## src/rtl/traffic_pkg.sv

```systemverilog
// traffic_pkg
//   Shared definitions for the traffic light controller: the 3-bit phase
//   encodings driven on the state register, the one-hot lamp patterns
//   ({red,yellow,green}) and a legality helper for the state code.
package traffic_pkg;

    // Phase encodings, as stored by the downstream state register.
    localparam logic [2:0] S0 = 3'b000;  // A green,  B red
    localparam logic [2:0] S1 = 3'b001;  // A yellow, B red
    localparam logic [2:0] S2 = 3'b010;  // all red (A -> B handover)
    localparam logic [2:0] S3 = 3'b011;  // B green,  A red
    localparam logic [2:0] S4 = 3'b100;  // B yellow, A red
    localparam logic [2:0] S5 = 3'b101;  // all red (B -> A handover)

    // Lamp patterns, bit order {red,yellow,green}.
    localparam logic [2:0] LAMP_RED = 3'b100;
    localparam logic [2:0] LAMP_YEL = 3'b010;
    localparam logic [2:0] LAMP_GRN = 3'b001;

    // Codes 110/111 are never produced by the next-state logic; they can
    // only appear through upsets or a mis-loaded register.
    function automatic logic state_is_legal(input logic [2:0] st);
        return (st <= S5);
    endfunction

endpackage

```

## src/rtl/dwell_timer.sv

```systemverilog
// dwell_timer
//   Saturating phase dwell counter. Counts tick pulses since the last
//   clear and sticks at all-ones so a held green phase never wraps.
// Ports
//   clk   in  system clock, rising edge
//   reset in  synchronous, active-low reset (clears the count)
//   tick  in  one-cycle count-enable pulse
//   clr   in  clear request; wins over tick
//   cnt   out current count
module dwell_timer #(
    parameter int unsigned CNT_W = 4
) (
    input  logic             clk,
    input  logic             reset,
    input  logic             tick,
    input  logic             clr,
    output logic [CNT_W-1:0] cnt
);

    logic [CNT_W-1:0] cnt_d;
    logic [CNT_W-1:0] cnt_q;

    always_comb begin
        cnt_d = cnt_q;
        if (clr) begin
            cnt_d = '0;
        end else if (tick && (cnt_q != '1)) begin
            cnt_d = cnt_q + CNT_W'(1);
        end
    end

    always_ff @(posedge clk) begin
        if (!reset) begin
            cnt_q <= '0;
        end else begin
            cnt_q <= cnt_d;
        end
    end

    assign cnt = cnt_q;

endmodule

```

## src/rtl/traffic_next_state.sv

```systemverilog
// traffic_next_state
//   Next-state and lamp-decode stage of the traffic light controller.
//   The state register lives downstream; this block reads its output s,
//   times the current phase with a dwell counter advanced by the 1 Hz tick,
//   and returns the next state nxtS. The lamps are decoded from s.
// Ports
//   clk   in  system clock, rising edge
//   reset in  synchronous, active-low reset; forces nxtS to S0 while low
//   tick  in  one-cycle 1 Hz pulse from the clock divider
//   sa    in  car present on street A
//   sb    in  car present on street B
//   s     in  current registered state
//   nxtS  out next state for the state register
//   la    out street A lamps {red,yellow,green}
//   lb    out street B lamps {red,yellow,green}
module traffic_next_state
    import traffic_pkg::*;
#(
    parameter int unsigned GREEN_MIN = 5,
    parameter int unsigned YELLOW_T  = 3,
    parameter int unsigned ALLRED_T  = 1,
    parameter int unsigned CNT_W     = 4
) (
    input  logic       clk,
    input  logic       reset,
    input  logic       tick,
    input  logic       sa,
    input  logic       sb,
    input  logic [2:0] s,
    output logic [2:0] nxtS,
    output logic [2:0] la,
    output logic [2:0] lb
);

    // Thresholds are compared one bit wider than the counter so that a
    // dwell of exactly 2^CNT_W ticks (threshold all-ones) stays exact.
    localparam logic [CNT_W:0] GREEN_M1  = (CNT_W+1)'(GREEN_MIN - 1);
    localparam logic [CNT_W:0] YELLOW_M1 = (CNT_W+1)'(YELLOW_T - 1);
    localparam logic [CNT_W:0] ALLRED_M1 = (CNT_W+1)'(ALLRED_T - 1);

    logic [CNT_W-1:0] cnt;
    logic [CNT_W:0]   cnt_x;
    logic             green_done;
    logic             yellow_done;
    logic             allred_done;
    logic [2:0]       next_s;
    logic             adv;

    // Any state change restarts the dwell, so the counter reads 0 in the
    // first cycle of every phase.
    dwell_timer #(
        .CNT_W (CNT_W)
    ) u_dwell (
        .clk   (clk),
        .reset (reset),
        .tick  (tick),
        .clr   (adv),
        .cnt   (cnt)
    );

    assign cnt_x = {1'b0, cnt};

    // A phase of D ticks ends on the tick that would bring cnt to D.
    assign green_done  = tick && (cnt_x >= GREEN_M1);
    assign yellow_done = tick && (cnt_x >= YELLOW_M1);
    assign allred_done = tick && (cnt_x >= ALLRED_M1);

    always_comb begin
        next_s = s;
        case (s)
            // Leave green only if the other street wants it, or nobody is
            // waiting here; a car on A alone keeps A green indefinitely.
            S0: if (green_done && (sb || !sa)) next_s = S1;
            S1: if (yellow_done)               next_s = S2;
            S2: if (allred_done)               next_s = S3;
            S3: if (green_done && (sa || !sb)) next_s = S4;
            S4: if (yellow_done)               next_s = S5;
            S5: if (allred_done)               next_s = S0;
            // Illegal codes recover through the all-red phase at once.
            default:                           next_s = S5;
        endcase
    end

    // Holding reset steers the downstream register to S0.
    assign nxtS = reset ? next_s : S0;
    assign adv  = (nxtS != s);

    always_comb begin
        la = LAMP_RED;
        lb = LAMP_RED;
        if (state_is_legal(s)) begin
            case (s)
                S0:      la = LAMP_GRN;
                S1:      la = LAMP_YEL;
                S3:      lb = LAMP_GRN;
                S4:      lb = LAMP_YEL;
                default: begin
                    la = LAMP_RED;
                    lb = LAMP_RED;
                end
            endcase
        end
    end

endmodule

```

## config.mk

```make
export PLATFORM = sky130hd
export DESIGN_NAME = traffic_next_state
export DESIGN_NICKNAME = d
export VERILOG_FILES = /design/src/rtl/traffic_pkg.sv /design/src/rtl/dwell_timer.sv /design/src/rtl/traffic_next_state.sv
export SDC_FILE = /design/constraint.sdc
export NUM_CORES = 1
export LEC_CHECK = 0
export CORE_AREA = 2 2 39 41
export CTS_CLUSTER_SIZE = 25
export DETAILED_ROUTE_END_ITERATION = 16
export DIE_AREA = 0 0 41 43
export PLACE_DENSITY_LB_ADDON = 0.25
export SYNTH_ARGS = -nofsm -noshare
export SYNTH_HDL_FRONTEND = slang
export SYNTH_SLANG_ARGS = --single-unit
```

## constraint.sdc

```tcl
create_clock -name clk -period 1.7 [get_ports clk]
set_input_delay 0.17 -clock clk [delete_from_list [all_inputs] [get_ports clk]]
set_output_delay 0.17 -clock clk [all_outputs]
set_load 0.03 [all_outputs]
```

# ---- After elaboration in Yosys (flattened, before gate mapping)
# Index checks and enable logic that the tools add are counted.
dict set report word_totals {
  word_cells 38
  reg_bits 4
  inputBits 8
  out_inout_bits 9
}
dict set report classes {
  n_eq_ne 7
  add_sub_neg 1
  bitwise 1
  magnitude_cmp 4
  n_mux 12
  reduce_logical 12
}
# op count
set ops {}
lappend ops {{3-bit 2-to-1 mux} 9}
lappend ops {{3-bit one-hot mux with 6 select lines} 1}
lappend ops {{3-bit one-hot mux with 2 select lines} 2}
lappend ops {{3-bit by 2-bit equality test with 1-bit output (second input constant)} 2}
lappend ops {{3-bit equality test (second input constant)} 2}
lappend ops {{1-bit logical AND} 6}
lappend ops {{4-bit by 1-bit adder with 4-bit output (second input constant)} 1}
lappend ops {{4-bit by 1-bit greater-or-equal comparator with 1-bit output (second input constant)} 1}
lappend ops {{4-bit by 2-bit greater-or-equal comparator with 1-bit output (second input constant)} 1}
lappend ops {{4-bit by 3-bit greater-or-equal comparator with 1-bit output (second input constant)} 1}
lappend ops {{4-bit inequality test (second input constant)} 1}
lappend ops {{3-bit by 1-bit equality test with 1-bit output (second input constant)} 1}
lappend ops {{3-bit less-or-equal comparator (second input constant)} 1}
lappend ops {{3-bit logical NOT} 1}
lappend ops {{3-bit inequality test} 1}
lappend ops {{1-bit logical NOT} 2}
lappend ops {{1-bit logical OR} 2}
lappend ops {{2-bit OR reduction} 1}
lappend ops {{1-bit NOT} 1}

# ---- Longest topological paths before layout
# Gate-level depths: netlist of run 1.
dict set report logic_depth {
  ltp_word 8
  depth_mapped 5
}

# ---- Modules after synthesis
# Synthesis of run 1 repeated with hierarchy kept, for this count alone.
dict set report unflattened {
  cells_unflattened 65
  area_unflattened_um2 484.2
}
# module area_each_um2 instances cells_each
set by_module_without_submodules {}
lappend by_module_without_submodules {traffic_next_state 292.8 1 44}
lappend by_module_without_submodules {dwell_timer 191.4 1 21}

# ---- Least setup slack after synthesis of run 1
# OpenSTA, ideal clock, no wires.
dict set report synth_timing {
  path_type {input to output}
  start {input port s[2]}
  end {output port nxtS[0]}
  cell_stages 5
  path_slack_ps -251
  arrival_ps 1781
  cell_sequence {buf_2 > nor3_1 > nand3_1 > o22ai_1 > o31a_1}
}
dict set report synth_via {
  elab_chain_cells 3
  elab_cells_between_ends 8
  cone_classes {eq/ne: 5; mux: 2; reduce/logical: 1}
}
# item line_no
set synth_rtl {}
lappend synth_rtl {{from (decl)} traffic_next_state.sv:29} ;# input logic [2:0] s,
lappend synth_rtl {{3-bit equality test (tied with other cells)} traffic_next_state.sv:70} ;# case (s)
lappend synth_rtl {{3-bit one-hot mux with 6 select lines (*)} traffic_next_state.sv:70}
lappend synth_rtl {{3-bit 2-to-1 mux (*)} traffic_next_state.sv:85} ;# assign nxtS = reset ? next_s : S0;
lappend synth_rtl {{to (decl)} traffic_next_state.sv:30} ;# output logic [2:0] nxtS,
# Mark *: on every way between the ends. The rest lies on a longest branch, timed or not.

# ---- Final worst setup path of run 1
dict set report layout_timing {
  start {register u_dwell.cnt_q[2], in the netlist u_dwell.cnt[2]}
  end {output port nxtS[0]}
}
dict set report layout_via {
  elab_chain_cells 6
  elab_cells_between_ends 16
  cone_classes {order compare: 3; mux: 8; reduce/logical: 5}
}
# item line_no
set layout_rtl {}
lappend layout_rtl {{from (decl)} dwell_timer.sv:21} ;# logic [CNT_W-1:0] cnt_q;
lappend layout_rtl {{from (signal assigned)} dwell_timer.sv:36} ;# cnt_q <= cnt_d;
lappend layout_rtl {{4-bit by 3-bit greater-or-equal comparator with 1-bit output} traffic_next_state.sv:64} ;# assign green_done = tick && (cnt_x >= GREEN_M1);
lappend layout_rtl {{1-bit logical AND} traffic_next_state.sv:64}
lappend layout_rtl {{1-bit logical AND, on equally long branches} {traffic_next_state.sv:76, traffic_next_state.sv:73}}
lappend layout_rtl {{3-bit 2-to-1 mux, on equally long branches} {traffic_next_state.sv:76, traffic_next_state.sv:73}}
lappend layout_rtl {{3-bit one-hot mux with 6 select lines (*)} traffic_next_state.sv:70}
lappend layout_rtl {{3-bit 2-to-1 mux (*)} traffic_next_state.sv:85}
# Marks and branches as above.

==> metrics.cfg, run 1 <==
[finish]
drive_gt1_frac = 0.412
layout.nets = 113
antenna_cells = 0
syn_to_final_growth_pct = 86.0
largest_reg_flops = 4

[sta]
timing.final.ws_setup_ps = -60.3
worst_pin_slew_ps = 455
finalSetupViolCount = 1
fin_skew_ps = 2.48
tns_ps = -60.3
hold_violations = 0
achievable-frequency_ghz = 0.568
finalCritPeriodShare = 1.04
slew_viol_final = 0
period_needed_ps = 1760
slew_headroom = 0.695
rsz0062_at_grt = yes

[synth]
ys_warn_count = 0
yosysUniqueCellTypes = 29
ys.flop_type = dfxtp_1
synth_compound_area_frac = 0.266
synth_edf_count = 0
ys_seq_elements = 4
synth_mux_area_frac = 0.0486
synth_top_family_by_area = simple AND/OR/NAND/NOR gates
synthAdderAreaFrac = 0.0286
synth-xor-area-share = 0.0200
synth_area_um2 = 438
yosys.area_share.simple = 0.383
syn-num-nets = 74
synthArstFlopShare = 0
synth.yosys.seq_area_share = 0.183
syn_area_per_cell_um2 = 6.74
netlist_instances = 65

[routing]
drc = 0
vias = 612
wl_per_cell_um = 12.2
drt_wl_total_mm = 1.44
vias_per_cell = 5.19
drt_iter0_drc = 8
ant_nets = 0
first_pass_iters = 4

[place]
gp_congestion = 0.797
place_ws_ps = -428
post-dp-hpwl_mm = 1.01
port_buffers = 16

[setup_path]
reg2regPathDepth = 6
cp_num_buf_inv = 2
slowest_stage = dfxtp_2
crit_chain = buf_6 -> o31a_1 -> a21oi_2 -> a31oi_1 -> o31a_1 -> buf_6
crit_family = compound AO/OA/AOI/OAI gates
required_ps = 1530
cp_max_fo = 3
rr_startpoint = u_dwell.cnt[2]
critPathKind = reg -> out
start_kind = flop
rrSetupSlack_ps = 90
critical_path.max_stage_delay_ps = 320
arrival_ps = 1590
r2r_end = u_dwell.cnt[3]
worst_setup_path_end_kind = output pin

[clocking]
cts_inserted_buffers = 3
clk_pin_slew_ps = 40
clockBufferDepth = 2
clk_latency_ps = 230
htree_levels = 1
ctsHoldBuffers = 0
clock_tree.root_cell = clkbuf_4
cts_tree = done
clock-sinks = 4

[min_path]
whs_path_depth = 5
min_to = u_dwell.cnt[2]
hold_class = in -> reg
hp-start = tick

[floorplan]
io_pins = 17
die_w_um = 41
die_h_um = 43
rows = 14
initial_core_util = 0.316
dieArea_um2 = 1760
core_area_um2 = 1380

[power]
cellLeakagePower_nw = 0.382
power_mw = 0.361
ir_drop_mv = 0.250
p_per_area_nw_per_um2 = 444

[global_routing]
overflow = 0
grt_pass1_vias = 561
grt_pass1_wl_mm = 2.25
grt_usage = 0.184
grt_max_degree = 12
antenna_found_initial = 0

[run]
maxCapViolCount = 0

[outcome]
violations = negative setup slack
outcome = finished, violations left

==> worst register-to-register path, delay by kind of cell (launching register included) <==
| family | cells | cell delay, ps |
|---|---|---|
| flip-flops | 1 | 320 |
| AO/OA/AOI/OAI | 3 | 630 |
| AND/OR/NAND/NOR | 1 | 300 |
| buffers and inverters | 2 | 250 |
==> cells in the final DEF, fill, tap and decap left out, types with 2 or more instances in the layout <==
cell / n
buf_4: 22
nor2_1: 8
buf_6: 7
nand2_1: 5
nor3_1: 4
dlygate4sd2_1: 4
inv_1: 3
nor4_1: 3
clkbuf_4: 3
clkdlybuf4s50_1: 3
or2_1: 2
o31ai_1: 2
nand3_1: 2
or3_1: 2
a21oi_1: 2
o21ai_0: 2
o31a_1: 2
a31oi_1: 2
dfxtp_1: 2
dfxtp_2: 2
==> routing by layer <==
layer / GRT usage / vias up / routed length [um]
met5: 0 / - / 0
met1: 0.226 / 281 / 621
met3: 0 / 0 / 65
met4: 0.0800 / 0 / 0
li1: - / 313 / -
met2: 0.316 / 18 / 748
==> how the worst max path moves through the flow <==
stage          cells past startpoint           start  endpoint
2_1_floorplan                      5            s[2]   nxtS[0]
3_3_place_gp                       6            tick   nxtS[1]
3_5_place_dp                       6            tick   nxtS[1]
4_1_cts                            6  u_dwell.cnt[3]   nxtS[0]
5_1_grt                            6  u_dwell.cnt[2]   nxtS[0]
6_report                           6  u_dwell.cnt[2]   nxtS[0]
==> metrics by stage <==
step / util / hold WS (ps) / cell area [um^2] / cells
2_1_floorplan: - / 366 / 443 / 65
3_3_place_gp: 0.537 / 583 / 743 / 114
3_5_place_dp: 0.537 / 581 / 743 / 114
4_1_cts: 0.574 / 580 / 795 / 117
5_1_grt: 0.589 / 597 / 815 / 118
6_report: 0.589 / 568 / 815 / 118
==> final cells by class <==
class	instances	area (um^2)
sequential	4	82.6
fill	138	569
timing repair buffer	38	327
inverter	3	11.3
tap	16	20.0
clock buffer	3	22.5
multi-input combinational	54	352
==> kinds of logic after synthesis <==
| kind of cell | after synthesis |
|---|---|
| flops | 4 |
| mux | 2 |
| compound gates | 17 |
| xor+xnor | 1 |
| fa+ha+maj | 1 |
| buf+inv | 7 |
| simple gates | 33 |
==> repair_timing <==
item | CTS | global route
setup endpoints to repair | 3 | 2
pin swaps | 0 | 6
buffers inserted | 0 | 2
resized for setup | 17 | 6
==> synthesized netlist by cell type, types with 2 or more instances <==
master	number	share of area
nand2_1	6	0.051
a31oi_1	2	0.029
or3_1	2	0.029
buf_2	4	0.046
a21oi_1	3	0.034
nand3_1	2	0.023
or2_1	2	0.029
nor2_1	8	0.069
nor3_1	5	0.057
o31a_1	2	0.040
o31ai_1	3	0.051
o21ai_0	2	0.023
dfxtp_1	4	0.18
inv_1	3	0.026
nor4_1	3	0.043
==> report_power, final <==
group	switching (mW)	internal [mW]	leakage [nW]
Combinational	0.0765	0.0704	0.334
Sequential	0.00229	0.0964	0.0334
Clock	0.0369	0.0788	0.0138
Total	0.116	0.246	0.382
Power figures use the tool's default switching activity.
==> inputs of run 2 (changes only) <==
- CELL_PAD_IN_SITES_DETAIL_PLACEMENT: unset -> 2
- CELL_PAD_IN_SITES_GLOBAL_PLACEMENT: unset -> 2
- CORE_AREA: 2 2 39 41 -> unset
- CORE_ASPECT_RATIO: unset -> 0.75
- CORE_MARGIN: unset -> 2
- CORE_UTILIZATION: unset -> 21
- DIE_AREA: 0 0 41 43 -> unset
- TNS_END_PERCENT: unset -> 30
==> run 2 against run 1 <==
Effect of this change: the flow still finishes with violations (negative setup slack); critical endpoint unchanged; combinational power increased by 8%; first-iteration DRC count decreased by 63%; total power increased by 2.1%; sequential share of layout area decreased by 0.11 points; largest cell class unchanged; clock-buffer cell count unchanged; worst hold slack improved by 28 ps.
==> metrics.cfg, run 2 (synthesis results as in run 1) <==
[power]
p_clk_frac = 0.301
cellLeakagePower_nw = 0.392
switchingPower_mw = 0.120
internal-power_mw = 0.249
p_per_area_nw_per_um2 = 441
ir_drop_mv = 0.381
power_mw = 0.369
comb_power_share = 0.432
seqPwrFrac = 0.267
switching_share = 0.325

[finish]
syn_to_final_growth_pct = 90.9
largest_reg_flops = 4
drive_gt1_frac = 0.457
stdcell_count = 129
layout_commonest_cell = buf_4
post-route-util = 0.422
antenna_cells = 0
final_cell_mix = buf_4 (28), nor2_1 (8), nand2_1 (5)
layout.nets = 116

[sta]
rsz0062_at_grt = yes
period_needed_ps = 1760
fin_skew_ps = 1.66
timing.hold.ws_ps = 595
slew_headroom = 0.657
worst_pin_slew_ps = 510
timing.final.ws_setup_ps = -62.4
finalCritPeriodShare = 1.04
hold_violations = 0
slew_viol_final = 0
achievable-frequency_ghz = 0.567
finalSetupViolCount = 1

[floorplan]
rows = 14
initial_core_util = 0.221
die_h_um = 43.5
die_w_um = 56.7
core_area_um2 = 1980
io_pins = 17
dieArea_um2 = 2470

[setup_path]
rr_startpoint = u_dwell.cnt[1]
rrSetupSlack_ps = 190
start_kind = input port
r2r_end = u_dwell.cnt[3]
crit_start = sa
critPathKind = in -> out
crit_end = nxtS[0]
required_ps = 1530
cp_max_fo = 3
reg2regPathDepth = 5
worst_setup_path_end_kind = output pin
arrival_ps = 1590

[routing]
first_pass_iters = 2
drc = 0
ant_nets = 0
vias_per_cell = 5.05
wl_per_cell_um = 17.0
drt_iter0_drc = 3
drt_wl_total_mm = 2.19
vias = 651

[global_routing]
grt_pass1_wl_mm = 3.74
overflow = 0
antenna_found_initial = 0
grt_pass1_vias = 721
grt_max_degree = 10
grt_usage = 0.197

[clocking]
clk_pin_slew_ps = 30
cts_tree = done
clock-sinks = 4
ctsHoldBuffers = 0
cts_inserted_buffers = 3
htree_levels = 1
clk_latency_ps = 230
clock_tree.root_cell = clkbuf_4
clockBufferDepth = 2

[min_path]
hp-start = tick
hold_class = in -> reg

[outcome]
outcome = finished, violations left
violations = negative setup slack

[run]
maxCapViolCount = 0

[place]
port_buffers = 16
post-place-cells = 123
place_ws_ps = -489
post-dp-hpwl_mm = 1.76
gp_congestion = 0.776

## run 2: per-layer routing
metal  global-route usage  wire [um]  up-vias
met5                    0          0        -
li1                     -          -      320
met3               0.0269         54        0
met1                0.272       1120      323
met4               0.0279          0        0
met2                0.340       1020        8
## run 2: power by group through the flow
| stage | Clock, mW | Sequential, mW | Combinational [mW] |
|---|---|---|---|
| final | 0.111 | 0.0986 | 0.159 |
| after detailed placement | 0 | 0.0999 | 0.151 |
| after floorplan | 0 | 0.0996 | 0.0713 |
| after global routing | 0.123 | 0.0988 | 0.173 |
| after CTS | 0.116 | 0.0986 | 0.158 |
| after global placement | 0 | 0.0996 | 0.145 |
## run 2: how the worst min path moves through the flow
stage / endpoint / slack, ps / cells past startpoint
2_1_floorplan: u_dwell.cnt[1] / 370 / 2
3_3_place_gp: u_dwell.cnt[0] / 580 / 2
3_5_place_dp: u_dwell.cnt[0] / 590 / 2
4_1_cts: u_dwell.cnt[0] / 600 / 2
5_1_grt: u_dwell.cnt[3] / 670 / 5
6_report: u_dwell.cnt[0] / 600 / 5
## run 2: repair_timing
action | in CTS | in global routing
setup buffers | 3 | 0
hold endpoints to repair | 0 | 0
pin swaps | 2 | 1
resized for setup | 15 | 8
setup endpoints to repair | 4 | 3
## run 2: cell type report
cell class                      count  area [um^2]
Inverter                            3         11.3
Clock buffer                        3         22.5
Tap cell                           24         30.0
Fill cell                         242         1140
Sequential cell                     4         83.8
Timing Repair Buffer               41          338
Multi-Input combinational cell     54          350
## run 2: worst max-delay path: stages
cell and delay, ps:
clkdlybuf4s50_1 460, buf_4 170, or3_1 340, a21boi_1 150, o31a_1 170, buf_6 130
## run 2: stage by stage
step / area, um^2 / setup TNS, ps
6_report: 836 / -62.4
3_3_place_gp: 761 / -1140
5_1_grt: 836 / -193
2_1_floorplan: 443 / 0
4_1_cts: 815 / -66.2
3_5_place_dp: 761 / -1320
==> inputs of run 3 (changes only) <==
- CORE_UTILIZATION: 21 -> 22
- clock period: 1.7 -> 2.08 ns (I/O delays scaled with it)
==> run 3 against run 2 <==
Effect of this change: the run now ends clean; clock-buffer cell count stayed put; die area down 4.2%; core utilization down 2.3 points.
==> metrics.cfg, run 3 (synthesis results as in run 1) <==
[outcome]
outcome = completed

[place]
port_buffers = 16
post-dp-hpwl_mm = 1.44
place_area_um2 = 686
place_ws_ps = -177
gp_congestion = 0.758

[finish]
final_cell_mix = buf_4 (16), nor2_1 (8), nand2_1 (6), clkdlybuf4s50_1 (6)
seqCellArea_um2 = 80.1
final_cell_area_um2 = 721
drive_gt1_frac = 0.250
layout_commonest_cell = buf_4
fill_cells = 226
layout.nets = 103
largest_reg_flops = 4
multi_input_area_um2 = 332
syn_to_final_growth_pct = 64.6
antenna_cells = 0

[clocking]
clockBufferDepth = 2
ctsHoldBuffers = 0
post_cts_buffers = 0
clock_tree.root_cell = clkbuf_4
clk_latency_ps = 240
clock-sinks = 4
cts_inserted_buffers = 3
htree_levels = 1
cts_tree = done
clk_pin_slew_ps = 40

[power]
switching_share = 0.336
p_clk_frac = 0.336
ir_drop_mv = 0.262
p_per_area_nw_per_um2 = 406
switchingPower_mw = 0.0984
seqPwrFrac = 0.276
internal-power_mw = 0.194
comb_power_share = 0.388
cellLeakagePower_nw = 0.342

[floorplan]
core_area_um2 = 1810
die_w_um = 55.5
rows = 13
dieArea_um2 = 2370
die_h_um = 42.6
io_pins = 17
initial_core_util = 0.243

[sta]
timing.hold.ws_ps = 630
period_needed_ps = 2020
slew_headroom = 0.676
slew_viol_final = 0
timing.final.ws_setup_ps = 64.7
hold_violations = 0
tns_ps = 0
achievable-frequency_ghz = 0.496
finalCritPeriodShare = 0.969
fin_skew_ps = 5.58
worst_pin_slew_ps = 482
rsz0062_at_grt = yes
finalSetupViolCount = 0

[global_routing]
grt_pass1_vias = 613
antenna_found_initial = 0
grt_max_degree = 10
grt_pass1_wl_mm = 3.06
overflow = 0
grt_usage = 0.171

[routing]
ant_nets = 0
drt_wl_total_mm = 1.87
first_pass_iters = 3
vias_per_cell = 5.12
vias = 584
drc = 0
wl_per_cell_um = 16.4
drt_iter0_drc = 11

[setup_path]
cp_max_fo = 5
start_kind = input port
required_ps = 1870
critPathKind = in -> out
worst_setup_path_end_kind = output pin
arrival_ps = 1810

[run]
maxCapViolCount = 0

[min_path]
hold_class = in -> reg

-- run 3: changes by cell type in the layout (fill, tap and decap cells not counted), sizes merged --
cell           delta
buf              -17
clkdlybuf4s50     +3
dlymetal6s2s      +3
dlygate4sd2       -2
-- run 3: what timing repair did --
action,4_1_cts,5_1_grt
hold endpoints to repair,0,0
endpoints found under the setup margin,2,5
resized for setup,2,5
pin swaps,0,0
-- run 3: through the flow --
step	power (mW)	utilization	instances
floorplan	0.139	-	65
global placement	0.193	0.380	111
detailed placement	0.196	0.380	111
CTS	0.298	0.391	114
global route	0.313	0.399	114
finish	0.293	0.399	114
-- run 3: worst max-delay path, stage by stage --
cell and delay, ps:
clkdlybuf4s50_1 490, nand2_1 150, o31ai_1 310, o31ai_1 120
and3_1 190, dlygate4sd2_1 350
-- run 3: metal layers --
| layer | global-route usage | vias up | wire, um | part of all wire |
|---|---|---|---|---|
| met1 | 0.251 | 279 | 1010 | 0.54 |
| li1 | - | 296 | - | - |
| met4 | 0.0439 | 0 | 0 | 0 |
| met2 | 0.243 | 9 | 812 | 0.44 |
| met5 | 0 | - | 0 | 0 |
| met3 | 0.0432 | 0 | 38 | 0.020 |
-- run 3: final timing paths --
| path | start | slack, ps | depth (start not counted) | to |
|---|---|---|---|---|
| worst max-delay path | s[0] | 60 | 6 | nxtS[1] |
| worst min-delay path | s[1] | 630 | 5 | u_dwell.cnt[1] |
| worst max register to register | u_dwell.cnt[3] | 560 | 4 | u_dwell.cnt[0] |
| worst min register to register | u_dwell.cnt[1] | 630 | 2 | u_dwell.cnt[1] |
-- run 3: power by group through the flow --
| stage | sequential, mW | combinational [mW] | clock [mW] |
|---|---|---|---|
| final | 0.0809 | 0.114 | 0.0984 |
| after floorplan | 0.0814 | 0.0575 | 0 |
| after CTS | 0.0808 | 0.115 | 0.103 |
| after detailed placement | 0.0820 | 0.114 | 0 |
| after global routing | 0.0810 | 0.124 | 0.109 |
| after global placement | 0.0817 | 0.111 | 0 |
-- run 3: final cells by class --
cell class,instances,share of cell area
Clock buffer,3,0.0313
Multi-Input combinational cell,54,0.460
Timing Repair Buffer,28,0.344
Tap cell,22,0.0382
Sequential cell,4,0.111
Inverter,3,0.0156
